===== config.mk =====
export PLATFORM = sky130hd
export DESIGN_NAME = pred_update_queue
export DESIGN_NICKNAME = d
export VERILOG_FILES = /design/src/rtl/pred_update_queue.sv
export SDC_FILE = /design/constraint.sdc
export NUM_CORES = 1
export LEC_CHECK = 0
export CORE_UTILIZATION = 30
export CTS_CLUSTER_DIAMETER = 200
export DETAILED_ROUTE_END_ITERATION = 8
export GPL_TIMING_DRIVEN = 0
export SLEW_MARGIN = 5
export SYNTH_ARGS = -nofsm -noshare
export SYNTH_HDL_FRONTEND = slang
export SYNTH_SLANG_ARGS = --single-unit

===== constraint.sdc =====
create_clock -name clk_in -period 11 [get_ports clk_in]
set_input_delay 2.75 -clock clk_in [delete_from_list [all_inputs] [get_ports clk_in]]
set_output_delay 2.75 -clock clk_in [all_outputs]
set_load 0.01 [all_outputs]

===== src/rtl/pred_update_queue.sv =====
// rtl/pred_update_queue.sv - dual-commit branch predictor update FIFO
// Buffers up to two retired branches per cycle and delivers one update per cycle.
module pred_update_queue #(
  parameter int PRED_TABLE_BIT = 6,
  parameter int DEPTH          = 8
) (
  input  logic                      clk_in,
  input  logic                      rst_in,
  input  logic                      rdy_in,
  input  logic                      c0_valid,
  input  logic                      c1_valid,
  input  logic                      c0_res,
  input  logic                      c1_res,
  input  logic                      c0_correct,
  input  logic                      c1_correct,
  input  logic [PRED_TABLE_BIT-1:0] c0_g_ind,
  input  logic [PRED_TABLE_BIT-1:0] c1_g_ind,
  input  logic [PRED_TABLE_BIT-1:0] c0_l_ind,
  input  logic [PRED_TABLE_BIT-1:0] c1_l_ind,
  output logic                      q_full,
  output logic                      br_req,
  output logic                      br_correct,
  output logic [31:0]               br_res,
  output logic [PRED_TABLE_BIT-1:0] br_g_ind,
  output logic [PRED_TABLE_BIT-1:0] br_l_ind,
  output logic [31:0]               stat_total,
  output logic [31:0]               stat_miss,
  output logic                      ovf
);

  localparam int PW = $clog2(DEPTH);
  localparam int CW = PW + 1;
  localparam logic [CW-1:0] DEPTH_C = CW'(DEPTH);

  typedef struct packed {
    logic                      res;
    logic                      correct;
    logic [PRED_TABLE_BIT-1:0] g_ind;
    logic [PRED_TABLE_BIT-1:0] l_ind;
  } entry_t;

  entry_t        mem [DEPTH];
  entry_t        head_e;
  logic [PW-1:0] head;
  logic [PW-1:0] tail;
  logic [PW-1:0] tail_c1;
  logic [CW-1:0] count;
  logic [CW-1:0] free;
  logic [CW-1:0] count_nxt;
  logic          deq;
  logic          acc0;
  logic          acc1;
  logic          drop;

  // Free slots count the head leaving this edge, so a full queue still takes one commit.
  always_comb begin
    deq       = rdy_in && (count != '0);
    free      = DEPTH_C - count + CW'(deq);
    acc0      = rdy_in && c0_valid && (free != '0);
    acc1      = rdy_in && c1_valid && (free > CW'(acc0));
    drop      = rdy_in && ((c0_valid && !acc0) || (c1_valid && !acc1));
    tail_c1   = tail + PW'(acc0);
    count_nxt = count + CW'(acc0) + CW'(acc1) - CW'(deq);
  end

  always_ff @(posedge clk_in or negedge rst_in) begin
    if (!rst_in) begin
      head       <= '0;
      tail       <= '0;
      count      <= '0;
      ovf        <= 1'b0;
      stat_total <= '0;
      stat_miss  <= '0;
    end else if (rdy_in) begin
      count <= count_nxt;
      tail  <= tail + PW'(acc0) + PW'(acc1);
      if (deq) begin
        head <= head + PW'(1);
        if (stat_total != '1) stat_total <= stat_total + 32'd1;
        if (!head_e.correct && stat_miss != '1) stat_miss <= stat_miss + 32'd1;
      end
      if (drop) ovf <= 1'b1;
    end
  end

  // Entry storage carries no reset; outputs are masked whenever the queue is empty.
  always_ff @(posedge clk_in) begin
    if (acc0) mem[tail]    <= {c0_res, c0_correct, c0_g_ind, c0_l_ind};
    if (acc1) mem[tail_c1] <= {c1_res, c1_correct, c1_g_ind, c1_l_ind};
  end

  assign head_e = mem[head];
  assign q_full = (DEPTH_C - count) < CW'(2);

  always_comb begin
    br_req     = (count != '0);
    br_correct = 1'b0;
    br_res     = '0;
    br_g_ind   = '0;
    br_l_ind   = '0;
    if (br_req) begin
      br_correct = head_e.correct;
      br_res     = {31'b0, head_e.res};
      br_g_ind   = head_e.g_ind;
      br_l_ind   = head_e.l_ind;
    end
  end

endmodule


Word-level counts from Yosys, hierarchy flattened:

Memory sizes are Yosys's and may differ from the RTL's.
Cells that the tools add are included.

* input bits: 33
* memories: 1
* word-level logic and storage cells: 48
* bits in registers: 75
* output and inout port bits: 112
* RAM bits: 112

* reductions and logical operators: 19
* add/subtract/negate cells: 10
* equal/unequal tests: 2
* mux-type cells: 8
* order comparisons: 2

Memory list
* mem: words 8, width 14, read ports 1, clocked after Yosys merged registers in 0, wr ports 2, line 42 `entry_t mem [DEPTH];`

Operator list (count)
* 32-bit by 1-bit adder with 32-bit output (second input constant): 2
* 32-bit != test (second input constant): 2
* 4-bit by 1-bit adder with 4-bit output: 3
* 6-bit two-way mux: 2
* 1-bit logical AND: 9
* 4-bit nonzero test: 2
* 3-bit by 1-bit adder with 3-bit output: 2
* 1-bit two-way mux: 6
* 3-bit AND reduction: 2
* 4-bit by 1-bit > comparator with 1-bit output: 1
* 4-bit by 2-bit < comparator with 1-bit output (second input constant): 1
* 2-bit AND reduction: 2
* 4-bit by 1-bit subtractor with 4-bit output: 1
* 4-bit subtractor (first input constant): 1
* 3-bit by 1-bit adder with 3-bit output (second input constant): 1
* 1-bit logical NOT: 3
* 1-bit logical OR: 1

Depth between registers and ports, before layout:

Gate-level depths: netlist (run 1).

* word-level depth: 12
* mapped depth: 21
* depth with buffers taken out: 19

Worst setup path after synthesis (run 1):

No wires, ideal clock.

* path kind: input -> register
* from: input rdy_in
* to: memory mem[1][0] (netlist bit) (enable)
* buffers on the path: 2
* path slack: 4.717 ns
* setup time: 0.388 ns
* data required time: 10.612 ns
* stages: 16
* data arrival time: 5.895 ns
* cells stage by stage: a21bo_2 clkbuf_1 nor2_1 ha_1 nor2b_1 mux2_4 nand2_1 o21a_1 and2_1 ha_1 ha_1 nor3b_1 nand2_1 a21oi_4 buf_12 o21bai_1

RTL lines
* start, declared: line 9 `input logic rdy_in,`
* end, declared: line 42

==> metrics.txt, run 1 <==
outcome=completed; final slew viol count=0; synth unique cells=55; CP max FO=10; Post-synth EDFFs=112; DRC violations left=0; routed wire length=25,400 um; Pwr Total=2.76 mW; TritonCTS Buffers=17; Avg Inst Size Synth=13.9 um2; final setup fails=0; Max Cap Viol=0; sw frac=33.9%; Clock Tree Buf Depth=2; CTS tree=done; post-placement setup slack=3.42 ns; Worst Hold Class=reg2reg; GPL Wtd Cong=0.804; total number of vias=6,624; Post CTS Setup Buffer Count=0; CP arrival=7.24 ns; crit-path leading delay family=buffers and inverters; final std cells w/o fill=1,400; GR Util All Layers=14.8%; Die H=190 um; final cycle utilization of the critical path=64.4%; DIE AREA=0.0359 mm2; routed len/inst=18.2 um; placed cell areas=0.0125 mm2; setup TNS=0 ns; Post-CTS Hold Buffers=0; Leak=4.99 nW; Max-slew headroom=26.9%; fin area=0.0132 mm2; Die X-Extent=190 um; Final Hold Viols=0; Setup crit end=mem[2][5]; Antenna Cells=0; share of Yosys cell area claimed by the top area cell type=31.9%; clock sinks=187; Netlist Area Pre-Place=0.0105 mm2; GRT Residual Overflow=0; CP endpoint kind=flop; clock slew at reported path FFs=0.08 ns; CP cell instances=clkdlybuf4s50_1 > a21bo_2 > clkbuf_1 > nor2_1 > ha_1 > nor2b_1 > mux2_4 > nand2_1 > o21a_1 > and2_1 > ha_1 > ha_1 > nor3b_1 > nand2_1 > a21oi_4 > buf_12 > o21bai_2 > buf_8; Async SR Flop Fraction=40.1%; initial core utilization=30.5%; antenna viol nets, final=0; slowest stage delay, CP=0.55 ns; fmax=141 MHz; Iter 0 DRT Violations=409; Detail Placement HPWL=17,900 um; I/O Pins=145; vias in the first global route=6,775; Critical path buffers and inverters=4; Net Sw Power=0.936 mW; P_int=1.82 mW; Critical R2R Capture=mem[2][5]; Skew-Pair Late Insertion Delay=0.44 ns; NumNets Final=981; Pre-Repair DR Iteration Count=4; Final WS setup=3.92 ns; RSZ-0062 raised after global routing=no; pin count of the biggest net entering global routing=55; H-tree depth=4; crit path from=rdy_in; Clk pwr share=25.2%; Final Critical Period=7.08 ns; sequential share of the synthesized area=49.7%; power density over the cells=209 mW/mm2; leading area contributor after synthesis=edfxtp_1; startpoint types=primary input; VDD IR max=0.000158 V; Layout area overhead=25.2%; sequential standard cell area=0.00524 mm2; most frequent CP cell=ha_1; critical path depth in cells=18; core footprint=0.0345 mm2; #FFs+latches synth=187; Main synth FF type=edfxtp_1; Std-Cell Rows=68; Gate power share=40.5%; worst-margin pin slew=1.10 ns; register-to-register setup slack=5.86 ns; Reg2Reg Depth=19; area of the multi-input gates=0.00491 mm2; DR vias/cell=4.73; Clock Skews=0.0103 ns; first-pass GRT wire length=39,900 um; Crit Reg-Reg Startpoint=count[0]; post-layout util=38.2%; Placed Instances=1,368; worst path required time=11.16 ns; post_cts resized=0; CP Class=in2reg; Synth area leaders=edfxtp_1 (32%), dfrtp_1 (18%), mux2_4 (11%), xnor2_1 (4.8%), mux2_2 (4.7%); Worst path slowest cell=clkbuf_1; initial antenna violation count=0; Cells after Synth=761; Yosys Warn Count=0; port bufs=113; Root Buffer=clkbuf_16; Flop pwr share=34.3%; share of cells above drive strength 1=26.8%; # fillers=3,290; worst hold slack=0.475 ns
[power by group through the flow]
stage               clock network, mW  registers [mW]  logic, mW
floorplan                           0           0.957      0.710
global placement                    0           0.964       1.08
detailed placement                  0           0.962       1.13
CTS                             0.712           0.948       1.14
global route                    0.737           0.961       1.21
finish                          0.696           0.946       1.12
[cells in the mapped netlist, types with 4 or more instances]
cell,number
edfxtp_1,112
dfrtp_1,75
mux2_4,74
xnor2_1,58
nand2_1,45
mux2_2,44
nand3_1,37
buf_4,32
nor2_1,32
nand4_1,28
mux4_2,22
ha_1,14
mux2i_1,14
nor4_1,13
xor2_1,13
nor3_1,12
inv_1,11
clkbuf_1,10
and4_1,9
o21bai_1,9
a21oi_4,8
and3_1,8
buf_12,8
a21oi_1,6
and2_1,6
mux4_1,6
nand2b_1,5
buf_2,4
o21ai_0,4
[flip-flops by register name, summed over array words and instances (netlist names)]
name	cells
stat_miss	32
mem	112
count	4
tail	3
stat_total	32
head	3
ovf	1
[how the worst min path moves through the flow]
stage / from / to / slack, ns / cells after the start
final: ovf / ovf / 0.47 / 1
after global routing: ovf / ovf / 0.50 / 1
after CTS: ovf / ovf / 0.49 / 1
after detailed placement: ovf / ovf / 0.46 / 1
after global placement: ovf / ovf / 0.46 / 1
after floorplan: ovf / ovf / 0.50 / 1
[worst reg2reg max path, cell delays in order (launching register included)]
cell,delay [ns]
dfrtp_1,0.45
inv_1,0.16
ha_1,0.27
a21bo_2,0.16
clkbuf_1,0.55
nor2_1,0.09
ha_1,0.31
nor2b_1,0.11
mux2_4,0.16
nand2_1,0.08
o21a_1,0.24
and2_1,0.20
ha_1,0.19
ha_1,0.35
nor3b_1,0.29
nand2_1,0.15
a21oi_4,0.33
buf_12,0.22
o21bai_2,0.29
buf_8,0.23
[layout make-up]
class | instances | share of cell area [%]
flip-flops and latches | 187 | 39.7
multi-input cells | 533 | 37.1
repair buffers | 122 | 9.76
well taps | 455 | 4.31
plain buffers | 60 | 3.81
clock buffers | 18 | 3.25
clock inverters | 14 | 1.75
inverters | 11 | 0.313
[per-layer routing]
metal	vias to the layer above	track usage, %	part of all wire (%)
li1	3147	-	-
met4	0	3.54	0.82
met3	15	2.59	4.1
met1	3294	19.3	45
met5	-	0	0
met2	168	25.4	50
[kinds of logic after synthesis]
logic type                 Yosys count  synth area share (%)
muxes                              161                  23.0
other                                1                0.0355
xor gates and xnor gates            71                  5.89
and+or+nand+nor                    216                  11.0
buffers and inverters               71                  5.16
DFF                                187                  49.7
adders and majority gates           16                  2.04
AOI/OAI and AO/OA                   38                  3.26
[cells in the final DEF (no fill, tap or decap), drive strengths merged, types with 14 or more instances in the layout]
master,count
mux4,28
xnor2,58
nand3,37
ha,14
mux2,118
a21oi,14
nand2,46
buf,60
nand4,28
edfxtp,112
clkbuf,28
nor3,15
nor2,32
mux2i,15
conb,31
dfrtp,75
inv,17
clkdlybuf4s50,112
Power figures use the tool's default switching activity.
==> run 2: changes to the inputs <==
Clock period 11 ns to 6.8 ns, I/O delays scaled along.
==> results of run 2 <==
Same layout as run 1 (identical final DEF). Status: completed.
Among the figures that moved: setup slack after placement 3.42 ns -> 0.273 ns; setup slack after layout 3.92 ns -> 0.767 ns; register-to-register setup slack 5.86 ns -> 1.66 ns; total power 2.76 mW -> 4.46 mW; worst IR drop on VDD 0.000158 V -> 0.000255 V
